### config.mk
export PLATFORM = sky130hd
export DESIGN_NAME = fetch_queue
export DESIGN_NICKNAME = d
export VERILOG_FILES = /design/src/rtl/fetch_queue_pkg.sv /design/src/rtl/fetch_queue_circ_fifo.sv /design/src/rtl/fetch_queue.sv
export SDC_FILE = /design/constraint.sdc
export NUM_CORES = 1
export LEC_CHECK = 0
export BUFFER_PORTS_ARGS = -buffer_cell sky130_fd_sc_hd__buf_2
export CAP_MARGIN = 20
export CORE_MARGIN = 10
export CORE_UTILIZATION = 31
export CTS_CLUSTER_DIAMETER = 150
export CTS_CLUSTER_SIZE = 30
export DETAILED_ROUTE_END_ITERATION = 12
export PLACE_DENSITY = 0.46
export REMOVE_ABC_BUFFERS = 1
export SYNTH_ARGS = -nofsm -noshare
export SYNTH_HDL_FRONTEND = slang
export SYNTH_HIERARCHICAL = 1
export SYNTH_SLANG_ARGS = --single-unit
### constraint.sdc
create_clock -name clk -period 8.8 [get_ports clk]
set_input_delay 0.44 -clock clk [delete_from_list [all_inputs] [get_ports clk]]
set_output_delay 0.44 -clock clk [all_outputs]
set_load 0.03 [all_outputs]
### src/rtl/fetch_queue_pkg.sv
// -----------------------------------------------------------------------------
// structs -- shared types for the instruction fetch unit.
//   rv32i_word      : 32-bit machine word (address or instruction)
//   i_queue_data_t  : one instruction-queue entry {pc, instr}
//   fetch_state_t   : fetch FSM state (IDLE, REQ, DROP)
// -----------------------------------------------------------------------------
package structs;

    typedef logic [31:0] rv32i_word;

    typedef struct packed {
        rv32i_word pc;
        rv32i_word instr;
    } i_queue_data_t;

    // IDLE : no request outstanding
    // REQ  : request outstanding, response will be enqueued
    // DROP : request outstanding but squashed by a flush; response discarded
    typedef enum logic [1:0] {
        IDLE = 2'd0,
        REQ  = 2'd1,
        DROP = 2'd2
    } fetch_state_t;

endpackage : structs

### src/rtl/fetch_queue_circ_fifo.sv
// -----------------------------------------------------------------------------
// circ_fifo -- circular FIFO with synchronous clear, generic entry type.
// Ports:
//   clk, rst   : clock, synchronous active-high reset
//   i_enq      : push i_enq_data at the tail (ignored when full)
//   i_enq_data : entry to push
//   i_deq      : pop the head entry (ignored when empty)
//   i_clr      : empty the FIFO; overrides enqueue and dequeue
//   o_head     : head entry, combinational
//   o_count    : occupancy, 0..DEPTH
// -----------------------------------------------------------------------------
module circ_fifo
    import structs::*;
#(
    parameter int  DEPTH = 8,
    parameter type T     = i_queue_data_t
) (
    input  logic                     clk,
    input  logic                     rst,
    input  logic                     i_enq,
    input  T                         i_enq_data,
    input  logic                     i_deq,
    input  logic                     i_clr,
    output T                         o_head,
    output logic [$clog2(DEPTH):0]   o_count
);

    localparam int AW = $clog2(DEPTH);
    localparam int CW = AW + 1;

    T               r_mem [DEPTH];
    logic [AW-1:0]  r_head;
    logic [AW-1:0]  r_tail;
    logic [CW-1:0]  r_count;

    logic w_enq;
    logic w_deq;

    assign w_enq = i_enq && (r_count != CW'(DEPTH));
    assign w_deq = i_deq && (r_count != '0);

    // Power-of-two depth: pointers wrap modulo DEPTH by natural overflow.
    // NOTE: sequential state uses non-blocking assignments so every register
    // samples pre-edge values regardless of statement order.
    always_ff @(posedge clk) begin
        if (rst || i_clr) begin
            r_head  <= '0;
            r_tail  <= '0;
            r_count <= '0;
        end else begin
            if (w_enq) r_tail <= r_tail + AW'(1);
            if (w_deq) r_head <= r_head + AW'(1);
            r_count <= r_count + CW'(w_enq) - CW'(w_deq);
        end
    end

    // NOTE: the storage array has no reset; only the pointers and count
    // decide which entries are live, so stale contents are never observed.
    always_ff @(posedge clk) begin
        if (w_enq && !i_clr) r_mem[r_tail] <= i_enq_data;
    end

    assign o_head  = r_mem[r_head];
    assign o_count = r_count;

endmodule : circ_fifo

### src/rtl/fetch_queue.sv
// -----------------------------------------------------------------------------
// fetch_queue -- instruction fetcher feeding a decoder-side instruction queue.
// Ports:
//   clk, rst      : clock, synchronous active-high reset
//   inst_read     : I-cache read request, high until inst_resp
//   inst_addr     : I-cache address (fetch PC)
//   inst_resp     : I-cache response strobe
//   inst_rdata    : instruction word, valid with inst_resp
//   flush         : one-cycle redirect request
//   flush_pc      : redirect target
//   iqueue_read   : decoder dequeue strobe
//   iqueue_o      : head entry {pc, instr}
//   iqueue_valid  : queue non-empty
//   iqueue_count  : queue occupancy
// -----------------------------------------------------------------------------
module fetch_queue
    import structs::*;
#(
    parameter int        DEPTH    = 8,
    parameter rv32i_word RESET_PC = 32'h0000_0060
) (
    input  logic                     clk,
    input  logic                     rst,
    output logic                     inst_read,
    output logic [31:0]              inst_addr,
    input  logic                     inst_resp,
    input  logic [31:0]              inst_rdata,
    input  logic                     flush,
    input  logic [31:0]              flush_pc,
    input  logic                     iqueue_read,
    output i_queue_data_t            iqueue_o,
    output logic                     iqueue_valid,
    output logic [$clog2(DEPTH):0]   iqueue_count
);

    localparam int CW = $clog2(DEPTH) + 1;

    fetch_state_t  r_state;
    rv32i_word     r_pc;
    rv32i_word     r_pend_pc;

    logic          w_enq;
    logic          w_deq;
    logic [CW-1:0] w_post_count;
    i_queue_data_t w_enq_data;

    // A response is kept only in REQ and only when no flush squashes it.
    assign w_enq = (r_state == REQ) && inst_resp && !flush;
    // Dequeue is suppressed by flush through the FIFO clear.
    assign w_deq = iqueue_read && iqueue_valid;

    // Occupancy after this edge, used to decide whether to keep fetching.
    assign w_post_count = iqueue_count + CW'(w_enq) - CW'(w_deq);

    assign w_enq_data = '{pc: r_pc, instr: inst_rdata};

    circ_fifo #(
        .DEPTH (DEPTH),
        .T     (i_queue_data_t)
    ) u_fifo (
        .clk        (clk),
        .rst        (rst),
        .i_enq      (w_enq),
        .i_enq_data (w_enq_data),
        .i_deq      (w_deq),
        .i_clr      (flush),
        .o_head     (iqueue_o),
        .o_count    (iqueue_count)
    );

    assign iqueue_valid = (iqueue_count != '0);
    assign inst_read    = (r_state != IDLE);
    assign inst_addr    = r_pc;

    always_ff @(posedge clk) begin
        if (rst) begin
            r_state   <= IDLE;
            r_pc      <= RESET_PC;
            r_pend_pc <= '0;
        end else begin
            unique case (r_state)
                IDLE: begin
                    if (flush)
                        r_pc <= flush_pc;
                    else if (iqueue_count < CW'(DEPTH))
                        r_state <= REQ;
                end
                REQ: begin
                    if (flush && inst_resp) begin
                        r_pc    <= flush_pc;
                        r_state <= IDLE;
                    end else if (flush) begin
                        // Request stays on the bus; remember where to go next.
                        r_pend_pc <= flush_pc;
                        r_state   <= DROP;
                    end else if (inst_resp) begin
                        r_pc <= r_pc + 32'd4;
                        if (w_post_count >= CW'(DEPTH)) r_state <= IDLE;
                    end
                end
                DROP: begin
                    if (inst_resp) begin
                        // A flush arriving with the squashed response is the newest target.
                        r_pc    <= flush ? flush_pc : r_pend_pc;
                        r_state <= IDLE;
                    end else if (flush) begin
                        r_pend_pc <= flush_pc;
                    end
                end
                default: r_state <= IDLE;
            endcase
        end
    end

endmodule : fetch_queue

# Yosys cells after proc, flatten, opt, wreduce, memory -nomap -nowiden
# Memories as Yosys holds them, arrays and structs flattened. A register that Yosys moved wholly into a read port is not among the register bits.
# Index checks and enable logic that the tools add are counted.
# op_classes
addsub	7
n_mul	0
n_div	0
magnitude_cmp	2
n_eq_ne	13
shift	0
muxes	22
n_bitwise	0
n_reduce_logical	17
# op_table
cell	n
2-to-1 mux 32 bit	8
case mux 32 bit (3 select lines)	1
case mux 32 bit (2 select lines)	1
adder 32 x 3 -> 32 bit (second input constant)	1
2-to-1 mux 2 bit	7
!= test 2 bit (second input constant)	6
AND reduction 5 bit	2
adder 4 x 1 -> 4 bit	2
subtractor 4 x 1 -> 4 bit	2
logical AND 1 bit	7
adder 3 x 1 -> 3 bit (second input constant)	2
2-to-1 mux 3 bit	2
!= test 3 x 2 -> 1 bit (second input constant)	2
case mux 2 bit (3 select lines)	1
greater-or-equal comparator 4 bit (second input constant)	1
< comparator 4 bit (second input constant)	1
!= test 4 x 2 -> 1 bit (second input constant)	1
!= test 4 x 3 -> 1 bit (second input constant)	1
!= test 4 bit (second input constant)	1
nonzero test 2 bit	2
nonzero test 4 bit	1
AND reduction 3 bit	1
nonzero test 3 bit	1
== test 2 x 1 -> 1 bit (second input constant)	1
5 further kinds	6
# totals
register_bits	76
latch_bits	0
ramBits	512
rom_bits	0
inputBits	69
output_inout_bits	102
wordCells	68
mem_count	1
# mem_list
memory	depth	word_bits	rd	rd_ports_with_merged_regs	wr	line	rtl
u_fifo.r_mem	8	64	1	1	1	fetch_queue_circ_fifo.sv:31	T r_mem [DEPTH];

# Logic depth before layout (Yosys ltp)
# Gate-level depths: netlist of the first run.
# logic_depth
ltp_word	11
depth_mapped	12
ltp_nobuf	12

# Hierarchy
# The synthesis of the first run kept the hierarchy.
# by_module_without_submodules
mod	n_inst	cells_per_inst	area_per_inst_um2	seq_area_each_um2
circ_fifo	1	820	19917.9	15635.0
fetch_queue	1	513	3883.7	1321.3

# Worst setup path before layout of the first run
# OpenSTA, ideal clock, no wires.
# synth_timing
path_type	register to register
start	reg r_state[1]
end	mem u_fifo/r_mem[0][0] in the netlist's numbering (enable)
setup_time_ns	0.644
arrival_time_ns	7.753
required_time_ns	8.156
setup_slack_ns	0.403
path_stages_with_launch	9
period_less_slack_ns	8.397
path_cell_list	dfxtp_1 inv_1 ha_1 nor2b_1 nand2_1 inv_1 inv_1 or3_1 nor4_1
# synth_via
elab_chain_len	7
# synth_lines
item	line	rtl
start, declared	fetch_queue.sv:38	fetch_state_t r_state;
start signal, assigned	fetch_queue.sv:77	r_state <= IDLE;
start signal, assigned	fetch_queue.sv:86	r_state <= REQ;
start signal, assigned	fetch_queue.sv:91	r_state <= IDLE;
== test 2 x 1 -> 1 bit	fetch_queue.sv:48	assign w_enq = (r_state == REQ) && inst_resp && !flush;
logical AND 1 bit (2 in series)	fetch_queue.sv:48	
via w_enq	fetch_queue.sv:42	logic w_enq;
logical AND 1 bit	fetch_queue_circ_fifo.sv:39	assign w_enq = i_enq && (r_count != CW'(DEPTH));
logical AND 1 bit	fetch_queue_circ_fifo.sv:60	if (w_enq && !i_clr) r_mem[r_tail] <= i_enq_data;
2-to-1 mux 1 bit	fetch_queue_circ_fifo.sv:60	
2-to-1 mux 1 bit (not written as such)	fetch_queue_circ_fifo.sv:60	
end, declared	fetch_queue_circ_fifo.sv:31	
# The timed path passes the listed nets, and every way through them passes these cells.

==> results of run 1 <==
## cells by family after synthesis
family	after synthesis	synth area share
mux	204	0.1565
xor+xnor	6	0.002208
buf+inv	99	0.02150
compound gates	178	0.04973
flops	591	0.7124
simple gates	237	0.04784
fa+ha+maj	18	0.009778
## layer usage
metal / wire [um] / vias up / share of wire
li1: - / 5606 / -
met1: 27790 / 6625 / 0.46
met2: 28720 / 256 / 0.48
met3: 3084 / 48 / 0.051
met4: 633 / 8 / 0.011
met5: 57 / - / 0.00095
## layout make-up
cell class,instances,area [um^2]
Tap cell,1030,1289
Multi-Input combinational cell,643,6396
Clock buffer,42,689.4
Sequential cell,591,16970
Inverter,22,82.58
Clock inverter,2,41.29
Fill cell,7349,49560
Timing Repair Buffer,191,1049
## state kept, by name, indices dropped and copies added (netlist names), named ones only
| signal | count |
|---|---|
| u_fifo/r_mem | 512 |
| u_fifo/r_head | 3 |
| r_state | 2 |
| u_fifo/r_tail | 3 |
| u_fifo/o_count | 4 |
| r_pend_pc | 32 |
| inst_addr | 32 |
## placed cells by master, fill, tap and decap left out, types with 13 or more instances in the layout
cell type | synthesis | layout
ha_1 | 17 | 17
nor2_1 | 29 | 23
clkbuf_1 | 35 | 17
clkbuf_16 | 0 | 25
mux4_2 | 128 | 128
nand2_1 | 109 | 109
a21oi_1 | 62 | 62
mux2_2 | 66 | 66
buf_2 | 11 | 170
inv_1 | 21 | 21
o21ai_0 | 31 | 31
nor3_1 | 16 | 15
dfxtp_1 | 79 | 76
buf_4 | 5 | 18
edfxtp_1 | 512 | 512
a221oi_1 | 13 | 13
nand3_1 | 16 | 16
## critical path, stage by stage, from the launching register on
cell	delay, ns
dfxtp_4	0.76
buf_4	0.70
buf_4	0.74
mux4_2	0.42
mux2_2	0.31
buf_2	0.19
## stage by stage
step	power, mW	utilization
global route	5.957	0.3485
detailed placement	4.361	0.3384
finish	5.688	0.3485
CTS	5.772	0.3480
floorplan	3.950	-
global placement	4.346	0.3384
## worst max path at each step
stage	startpoint	to	slack [ns]	cells past startpoint
after floorplan	r_state[1]$_SDFFE_PP0P_	u_fifo/r_mem[0][0]$_DFFE_PP_	0.40	8
after global placement	flush	u_fifo/r_mem[1][10]$_DFFE_PP_	4.84	8
after detailed placement	flush	u_fifo/r_mem[5][24]$_DFFE_PP_	4.77	7
after CTS	register	iqueue_o[22]	4.41	5
after global routing	register	iqueue_o[22]	4.38	5
final	register	iqueue_o[58]	4.57	5
## power groups by stage
| stage | registers, mW | clock network, mW | logic, mW |
|---|---|---|---|
| floorplan | 3.55 | 0 | 0.401 |
| global placement | 3.54 | 0 | 0.807 |
| detailed placement | 3.55 | 0 | 0.811 |
| CTS | 3.48 | 1.47 | 0.813 |
| global route | 3.51 | 1.56 | 0.884 |
| finish | 3.48 | 1.41 | 0.802 |
==> impl_metrics.py, run 1 <==
metrics = {
    "logic_synthesis": {
        "synth_common_cells": "512 x edfxtp_1, 128 x mux4_2, 109 x nand2_1",
        "yosysWarnings": 6,
        "netlist.area_leader.share": 0.6460,
        "synth.cell_area_um2": 23800,
        "seq_area_frac_synth": 0.7124,
        "synth_edf_count": 512,
        "yosysUniqueCellTypes": 66,
        "synthArstFlopShare": 0,
        "yosysTopAreaCell": "edfxtp_1",
        "synth.most_common_cell": "edfxtp_1",
        "synth-seq-cells": 591,
        "avgSynthCellArea_um2": 17.86,
        "synthFlopType": "edfxtp_1",
        "synth_area_leaders": "edfxtp_1 65%, mux4_2 12%, dfxtp_1 6.6%, mux2_2 3.1%, nand2_1 1.7%",
        "postSynthCellCount": 1333,
    },
    "sta": {
        "slew_headroom": 0.2465,
        "layout_setup_ws_ns": 4.566,
        "rsz0062_at_grt": "no",
        "report.final.setup_viol": 0,
        "tightest_slew_ns": 1.130,
        "max_freq_mhz": 236.2,
        "min_period_ns": 4.234,
        "skew_ns": 0.05304,
        "whs_ns": 0.07067,
        "post-route-period-util": 0.4811,
        "fin_tns_setup_ns": 0,
        "hold_viol": 0,
        "report.final.slew_viol_count": 0,
    },
    "critical_path": {
        "r2r-start": "r_state[1]$_SDFFE_PP0P_",
        "cp-end-kind": "output pin",
        "crit_arrival_ns": 3.79,
        "cp_max_fo": 49,
        "path_class": "reg -> out",
        "r2r_cells": 8,
        "crit_required_ns": 8.36,
        "r2r_end": "u_fifo/r_mem[5][23]$_DFFE_PP_",
        "setup.worst_path.start_class": "register",
        "rrSetupSlack_ns": 4.86,
    },
    "cts": {
        "clock_path_buffers": 3,
        "post_cts_buffers": 0,
        "htree_num_levels": 1,
        "tritoncts": "yes",
        "clk_pin_slew_ns": 0.13,
        "ctsHoldBuffers": 0,
        "root_buffer": "clkbuf_16",
        "clkLatencyLatePin_ns": 0.61,
        "cts_made_buffers": 24,
        "cts_sinks": 591,
        "postCtsResizedCells": 0,
    },
    "global_routing": {
        "gr-total-overflow": 0,
        "globalRouteMet1Util": 0.1835,
        "grt_max_degree": 105,
        "grt_pass1_wl_um": 90090,
        "grt_use_met2": 0.2186,
        "antenna_found_initial": 7,
        "grt_use_total": 0.1328,
        "grt.busiest_layer": "met2",
        "grt_pass1_vias": 12968,
        "met3_usage": 0.02619,
    },
    "run": {
        "cap_violations": 0,
    },
    "placed_design": {
        "port_buffers": 170,
        "gp_congestion": 0.7416,
        "preCtsSetupSlack_ns": 4.773,
        "dpl.cell_count": 2475,
        "placed_cell_area_um2": 25740,
        "dp_hpwl_um": 36210,
    },
    "hold_path": {
        "min_to": "r_pend_pc[9]$_SDFFE_PP0P_",
        "hp-class": "in -> reg",
        "hold_path.startpoint": "flush_pc[9]",
        "hold_depth": 3,
    },
    "final_layout": {
        "nets": 1560,
        "num_antenna_cells": 0,
        "post-route-cell-area_um2": 26510,
        "area_delta_synth_final_pct": 11.40,
        "instances_no_fill": 2521,
        "drive_gt1_frac": 0.2924,
    },
    "pwr": {
        "p_sw_mw": 1.642,
        "ir_drop_uv": 142.9,
        "power.density_nw_per_um2": 214.5,
        "p_leak_nw": 8.320,
        "p_int_mw": 4.046,
        "swShare": 0.2886,
        "seqPwrFrac": 0.611,
        "pwr-share-clk": 0.248,
        "power_frac_comb": 0.141,
    },
    "floorplanning": {
        "start_util": 0.3129,
        "rows": 101,
        "die_w_um": 297.1,
        "pin_count": 171,
        "core_area_um2": 76080,
        "dieArea_um2": 88260,
        "die_h_um": 297.1,
    },
    "routing": {
        "drcViolationCount": 0,
        "finalWirelength_um": 60280,
        "via_per_inst": 4.975,
        "drtIter0Drc": 921,
        "ant_nets": 0,
        "dr_total_vias": 12543,
        "wl_per_cell_um": 23.91,
        "firstDrtPassIters": 5,
    },
    "run_status": {
        "status": "finished clean",
    },
}
Power figures use the tool's default switching activity.
==> inputs of run 2 (changes only) <==
==> constraint.sdc (replaced) <==
create_clock -name clk -period 3.6 [get_ports clk]
set_input_delay 0.18 -clock clk [delete_from_list [all_inputs] [get_ports clk]]
set_output_delay 0.18 -clock clk [all_outputs]
set_load 0.03 [all_outputs]
==> impl_metrics.py, run 2 (synthesis gave the netlist of run 1 again) <==
metrics = {
    "final_layout": {
        "multi_input_area_um2": 6396,
        "instances_no_fill": 2603,
        "layout_common_cells": "512 x edfxtp_1, 170 x buf_2, 128 x mux4_2",
        "fin_util": 0.3608,
        "largest_reg_flops": 512,
        "fillers": 7232,
        "layout_commonest_cell": "edfxtp_1",
        "top_register": "u_fifo/r_mem",
        "regArea_um2": 16970,
        "drive_gt1_frac": 0.2901,
        "nets": 1653,
        "area_delta_synth_final_pct": 15.31,
    },
    "floorplanning": {
        "core_area_um2": 76080,
        "rows": 101,
        "pin_count": 171,
        "die_h_um": 297.1,
        "dieArea_um2": 88260,
        "start_util": 0.3129,
        "die_w_um": 297.1,
    },
    "cts": {
        "root_buffer": "clkbuf_16",
        "postCtsResizedCells": 0,
        "cts_sinks": 591,
        "clk_pin_slew_ns": 0.12,
        "cts_made_buffers": 23,
        "clock_path_buffers": 3,
        "tritoncts": "yes",
        "htree_num_levels": 1,
        "clkLatencyLatePin_ns": 0.61,
    },
    "run": {
        "cap_violations": 0,
    },
    "sta": {
        "fin_tns_setup_ns": 0,
        "post-route-period-util": 0.8757,
        "min_period_ns": 3.153,
        "skew_ns": 0.02140,
        "max_freq_mhz": 317.2,
        "layout_setup_ws_ns": 0.4475,
        "report.final.setup_viol": 0,
        "report.final.slew_viol_count": 0,
        "slew_headroom": 0.4431,
        "tightest_slew_ns": 0.8308,
        "whs_ns": 0.03548,
        "rsz0062_at_grt": "no",
        "hold_viol": 0,
    },
    "critical_path": {
        "crit_start": "r_state[1]$_SDFFE_PP0P_",
        "r2r_end": "u_fifo/r_mem[0][49]$_DFFE_PP_",
        "path_class": "reg -> reg",
        "crit_arrival_ns": 3.40,
        "r2r_cells": 9,
        "slowest_stage": "or3_1",
        "cp-end-kind": "register",
        "crit_end": "u_fifo/r_mem[0][49]$_DFFE_PP_",
        "cp_max_fo": 64,
        "r2r-start": "r_state[1]$_SDFFE_PP0P_",
        "crit_chain": "inv_1 -> ha_1 -> nor2b_1 -> nand2_1 -> inv_1 -> inv_1 -> or3_1 -> nor4_2 -> buf_12",
        "cp_common_cell": "inv_1",
        "setup.worst_path.start_class": "register",
        "cpPeakStageDelay_ns": 0.51,
        "crit_required_ns": 3.85,
        "rrSetupSlack_ns": 0.45,
    },
    "global_routing": {
        "grt_use_total": 0.1320,
        "antenna_found_initial": 2,
        "grt_pass1_wl_um": 90220,
        "grt_pass1_vias": 13356,
        "grt_max_degree": 65,
        "gr-total-overflow": 0,
    },
    "placed_design": {
        "dp_hpwl_um": 37190,
        "dpl.cell_count": 2499,
        "preCtsSetupSlack_ns": 0.4542,
        "port_buffers": 170,
        "gp_congestion": 0.7538,
    },
    "routing": {
        "wl_per_cell_um": 23.05,
        "drcViolationCount": 0,
        "firstDrtPassIters": 5,
        "finalWirelength_um": 59990,
        "drtIter0Drc": 1042,
        "ant_nets": 0,
        "via_per_inst": 4.891,
        "dr_total_vias": 12732,
    },
    "pwr": {
        "p_leak_nw": 8.746,
        "ir_drop_uv": 340.6,
        "power.density_nw_per_um2": 504.7,
    },
    "run_status": {
        "status": "finished clean",
    },
    "hold_path": {
        "hp-class": "in -> reg",
        "hold_depth": 2,
    },
}
[run 2: cell count changes in the layout (fill, tap and decap cells not counted), sizes merged]
cell	delta
inv	+1
buf	+22
dlygate4sd3	+72
diode	+1
clkbuf	-14
[run 2: stage by stage]
step           power [mW]  cell area, um^2
2_1_floorplan       9.655            23370
4_1_cts             14.07            27440
3_5_place_dp        10.77            26100
5_1_grt             14.51            27440
6_report            13.85            27450
3_3_place_gp        10.72            26100
[run 2: what timing repair did]
item	4_1_cts	5_1_grt
hold buffers	72	0
setup buffers	0	0
endpoints found under the hold margin	300	0
[run 2: cell type report]
class,instances,share of cell area
Timing Repair Buffer,285,0.07586
Antenna cell,1,0.00009117
Sequential cell,591,0.6182
Clock buffer,28,0.02165
Inverter,22,0.003009
Clock inverter,3,0.001185
Multi-Input combinational cell,643,0.2330
Tap cell,1030,0.04695
[run 2: metal layers]
metal	wire length, um	GRT usage	vias up
li1	-	-	5783
met3	2266	0.01971	37
met4	736	0.01848	2
met5	9	0	-
met2	28370	0.2138	221
met1	28610	0.1896	6689
[run 2: worst max-delay path, delay by kind of cell, from the launching register on]
kind | cells | cell delay (ns)
flops | 1 | 0.36
simple gates | 4 | 1.39
fa+ha+maj | 1 | 0.32
buf+inv | 4 | 0.70
[run 2: how the worst min path moves through the flow]
stage	start	to	slack, ns
2_1_floorplan	rst	inst_addr[31]$_SDFFE_PP0P_	0.25
3_3_place_gp	flush_pc[6]	r_pend_pc[6]$_SDFFE_PP0P_	0.44
3_5_place_dp	r_pend_pc[22]$_SDFFE_PP0P_	r_pend_pc[22]$_SDFFE_PP0P_	0.45
4_1_cts	rst	r_pend_pc[1]$_SDFFE_PP0P_	0.02
5_1_grt	rst	r_pend_pc[1]$_SDFFE_PP0P_	0.03
6_report	rst	r_pend_pc[1]$_SDFFE_PP0P_	0.04
[run 2: power breakdown]
| part | internal, mW | switching [mW] | leakage (nW) | total [mW] |
|---|---|---|---|---|
| sequential | 7.92 | 0.427 | 5.29 | 8.35 |
| clock | 1.20 | 2.03 | 0.305 | 3.23 |
| combinational | 0.745 | 1.53 | 3.15 | 2.27 |
| total | 9.87 | 3.98 | 8.75 | 13.9 |
==> inputs of run 3 (changes only) <==
--- a/config.mk
+++ b/config.mk
@@ -5,14 +5,15 @@
 export SDC_FILE = /design/constraint.sdc
 export NUM_CORES = 1
 export LEC_CHECK = 0
+export ABC_AREA = 1
 export BUFFER_PORTS_ARGS = -buffer_cell sky130_fd_sc_hd__buf_2
 export CAP_MARGIN = 20
 export CORE_MARGIN = 10
-export CORE_UTILIZATION = 31
+export CORE_UTILIZATION = 40
 export CTS_CLUSTER_DIAMETER = 150
 export CTS_CLUSTER_SIZE = 30
 export DETAILED_ROUTE_END_ITERATION = 12
-export PLACE_DENSITY = 0.46
+export PLACE_DENSITY = 0.57
 export REMOVE_ABC_BUFFERS = 1
 export SYNTH_ARGS = -nofsm -noshare
 export SYNTH_HDL_FRONTEND = slang
==> impl_metrics.py, run 3 <==
metrics = {
    "placed_design": {
        "gp_congestion": 0.8830,
        "placed_cell_area_um2": 28910,
        "port_buffers": 170,
        "preCtsSetupSlack_ns": 0.8887,
        "dp_hpwl_um": 40480,
    },
    "sta": {
        "min_period_ns": 3.090,
        "post-route-period-util": 0.8584,
        "max_freq_mhz": 323.6,
        "rsz0062_at_grt": "no",
        "whs_ns": 0.04567,
        "report.final.slew_viol_count": 0,
        "hold_viol": 0,
        "slew_headroom": 0.4584,
        "report.final.setup_viol": 0,
        "tightest_slew_ns": 0.8124,
        "skew_ns": 0.02374,
        "layout_setup_ws_ns": 0.5096,
    },
    "logic_synthesis": {
        "synth_adder_area_share": 0.008528,
        "yosysWarnings": 6,
        "synth.most_common_cell": "nand2_1",
        "synth_top_family_by_area": "simple AND/OR/NAND/NOR gates",
        "synth_xor_xnor_area_share": 0.0003210,
        "postSynthCellCount": 2993,
        "synth_common_cells": "1185 x nand2_1, 512 x edfxtp_1, 486 x inv_1",
        "synth-seq-cells": 591,
        "avgSynthCellArea_um2": 9.117,
        "synth_area_leaders": "edfxtp_1 56%, nand2_1 16%, inv_1 6.7%, dfxtp_1 5.8%, nand3_1 4.4%",
        "synthFlopType": "edfxtp_1",
        "synth_mux_area_frac": 0.001100,
        "yosysTopAreaCell": "edfxtp_1",
        "synth-simple-area-share": 0.2297,
        "synth_edf_count": 512,
        "netlist.area_leader.share": 0.5634,
        "seq_area_frac_synth": 0.6214,
        "yosysUniqueCellTypes": 41,
        "synth_compound_area_frac": 0.04039,
        "synth.cell_area_um2": 27290,
        "synthArstFlopShare": 0,
    },
    "critical_path": {
        "cpPeakStageDelay_ns": 0.58,
        "path_buf_inv": 4,
        "crit_chain": "inv_1 -> ha_1 -> inv_2 -> nor2_1 -> nand2_1 -> ha_1 -> inv_1 -> ha_1 -> nand2_1 -> nand2_1 -> a21oi_1 -> or2_2 -> nand3_1 -> nand4_1 -> dlygate4sd3_1 -> a21oi_1",
        "setup.worst_path.start_class": "register",
        "crit_start": "r_state[1]$_SDFFE_PP0P_",
        "cp-end-kind": "register",
        "cpLargestDelayFamily": "simple AND/OR/NAND/NOR gates",
        "rrSetupSlack_ns": 0.51,
        "slowest_stage": "dlygate4sd3_1",
        "path_class": "reg -> reg",
        "cp_max_fo": 7,
        "crit_required_ns": 4.12,
        "crit_arrival_ns": 3.61,
        "r2r-start": "r_state[1]$_SDFFE_PP0P_",
    },
    "global_routing": {
        "grt_max_degree": 133,
        "antenna_found_initial": 0,
        "grt_use_total": 0.1685,
        "grt_pass1_wl_um": 106000,
        "gr-total-overflow": 0,
        "grt_pass1_vias": 18978,
    },
    "run_status": {
        "status": "finished clean",
    },
    "final_layout": {
        "nets": 3245,
        "drive_gt1_frac": 0.08601,
        "largest_reg_flops": 512,
        "fin_util": 0.4481,
        "layout_commonest_cell": "nand2_1",
        "fillers": 6447,
        "post-route-cell-area_um2": 30200,
        "area_delta_synth_final_pct": 10.66,
        "top_register": "u_fifo/r_mem",
        "layout_common_cells": "1185 x nand2_1, 512 x edfxtp_1, 485 x inv_1",
        "num_antenna_cells": 0,
    },
    "cts": {
        "root_buffer": "clkbuf_16",
        "post_cts_buffers": 0,
        "clock_path_buffers": 3,
        "cts_made_buffers": 23,
        "tritoncts": "yes",
        "clk_pin_slew_ns": 0.12,
        "clkLatencyLatePin_ns": 0.59,
        "cts_sinks": 591,
        "htree_num_levels": 1,
    },
    "routing": {
        "drcViolationCount": 0,
        "via_per_inst": 4.858,
        "dr_total_vias": 19662,
        "wl_per_cell_um": 16.80,
        "ant_nets": 0,
        "finalWirelength_um": 68000,
        "drtIter0Drc": 1601,
        "firstDrtPassIters": 5,
    },
    "floorplanning": {
        "die_h_um": 281.2,
        "start_util": 0.4049,
        "rows": 95,
        "dieArea_um2": 79070,
        "core_area_um2": 67400,
        "pin_count": 171,
        "die_w_um": 281.2,
    },
    "run": {
        "cap_violations": 0,
    },
    "pwr": {
        "power.density_nw_per_um2": 407.9,
        "p_leak_nw": 13.23,
        "power.total_mw": 12.32,
        "ir_drop_uv": 351.6,
    },
    "hold_path": {
        "hold_path.startpoint": "flush_pc[19]",
        "hp-class": "in -> reg",
    },
}
-- run 3: cell count changes after synthesis, sizes merged, moves of 59 or more --
cell / before / now
inv: 21 / 493
nand3: 16 / 242
nand2: 109 / 1191
mux4: 128 / 0
mux2: 66 / 0
buf: 40 / 109
o21ai: 31 / 90
-- run 3: area by class of cell --
cell class | instances | area (um^2) | share of cell area
tap | 873 | 1092 | 0.03617
timing repair buffer | 271 | 1919 | 0.06356
sequential | 591 | 16970 | 0.5619
multi-input combinational | 1777 | 7700 | 0.2550
inverter | 494 | 1868 | 0.06186
clock inverter | 1 | 11.26 | 0.0003729
clock buffer | 40 | 639.4 | 0.02117
-- run 3: metrics by stage --
step | setup TNS (ns) | std cells
finish | 0 | 4047
global route | 0 | 4047
CTS | 0 | 4047
detailed placement | 0 | 3942
global placement | 0 | 3942
floorplan | -1150.69 | 2862
-- run 3: path summary, 6_finish.rpt --
path | to | cells after the start
max reg2reg | r_state[1]$_SDFFE_PP0P_ | 16
max | r_state[1]$_SDFFE_PP0P_ | 16
min reg2reg | r_pend_pc[4]$_SDFFE_PP0P_ | 2
min | inst_addr[19]$_SDFFE_PP0P_ | 5
-- run 3: report_power, final --
part	internal, mW	total [mW]	switching [mW]
combinational	0.363	1.13	0.768
clock	1.24	3.24	2.00
sequential	7.67	7.95	0.282
-- run 3: kinds of logic (layout without fill, tap and decap cells) --
logic type	after synthesis	after routing
AO/OA/AOI/OAI	204	204
adder cells (fa/ha/maj)	18	18
multiplexers	3	3
AND/OR/NAND/NOR	1551	1551
flip-flops	591	591
XOR/XNOR	1	1
buffers and inverters	625	806
-- run 3: worst register-to-register path, delay by kind of cell, from the launching register on --
family | cells | cell delay [ns]
AND/OR/NAND/NOR | 7 | 0.90
flip-flops | 1 | 0.37
buffers and inverters | 4 | 0.83
adder cells (fa/ha/maj) | 3 | 0.72
AO/OA/AOI/OAI | 2 | 0.20
-- run 3: timing repair --
item,in CTS,in global routing
endpoints found under the setup margin,0,0
gates resized for setup,0,0
endpoints found under the hold margin,287,0
hold buffers,64,0
-- run 3: per-layer routing --
metal	share of wire	vias up	GRT usage
met5	0	-	0
met4	0.013	0	0.03033
met3	0.047	55	0.02123
met2	0.48	421	0.2895
met1	0.46	9414	0.2266
li1	-	9772	-
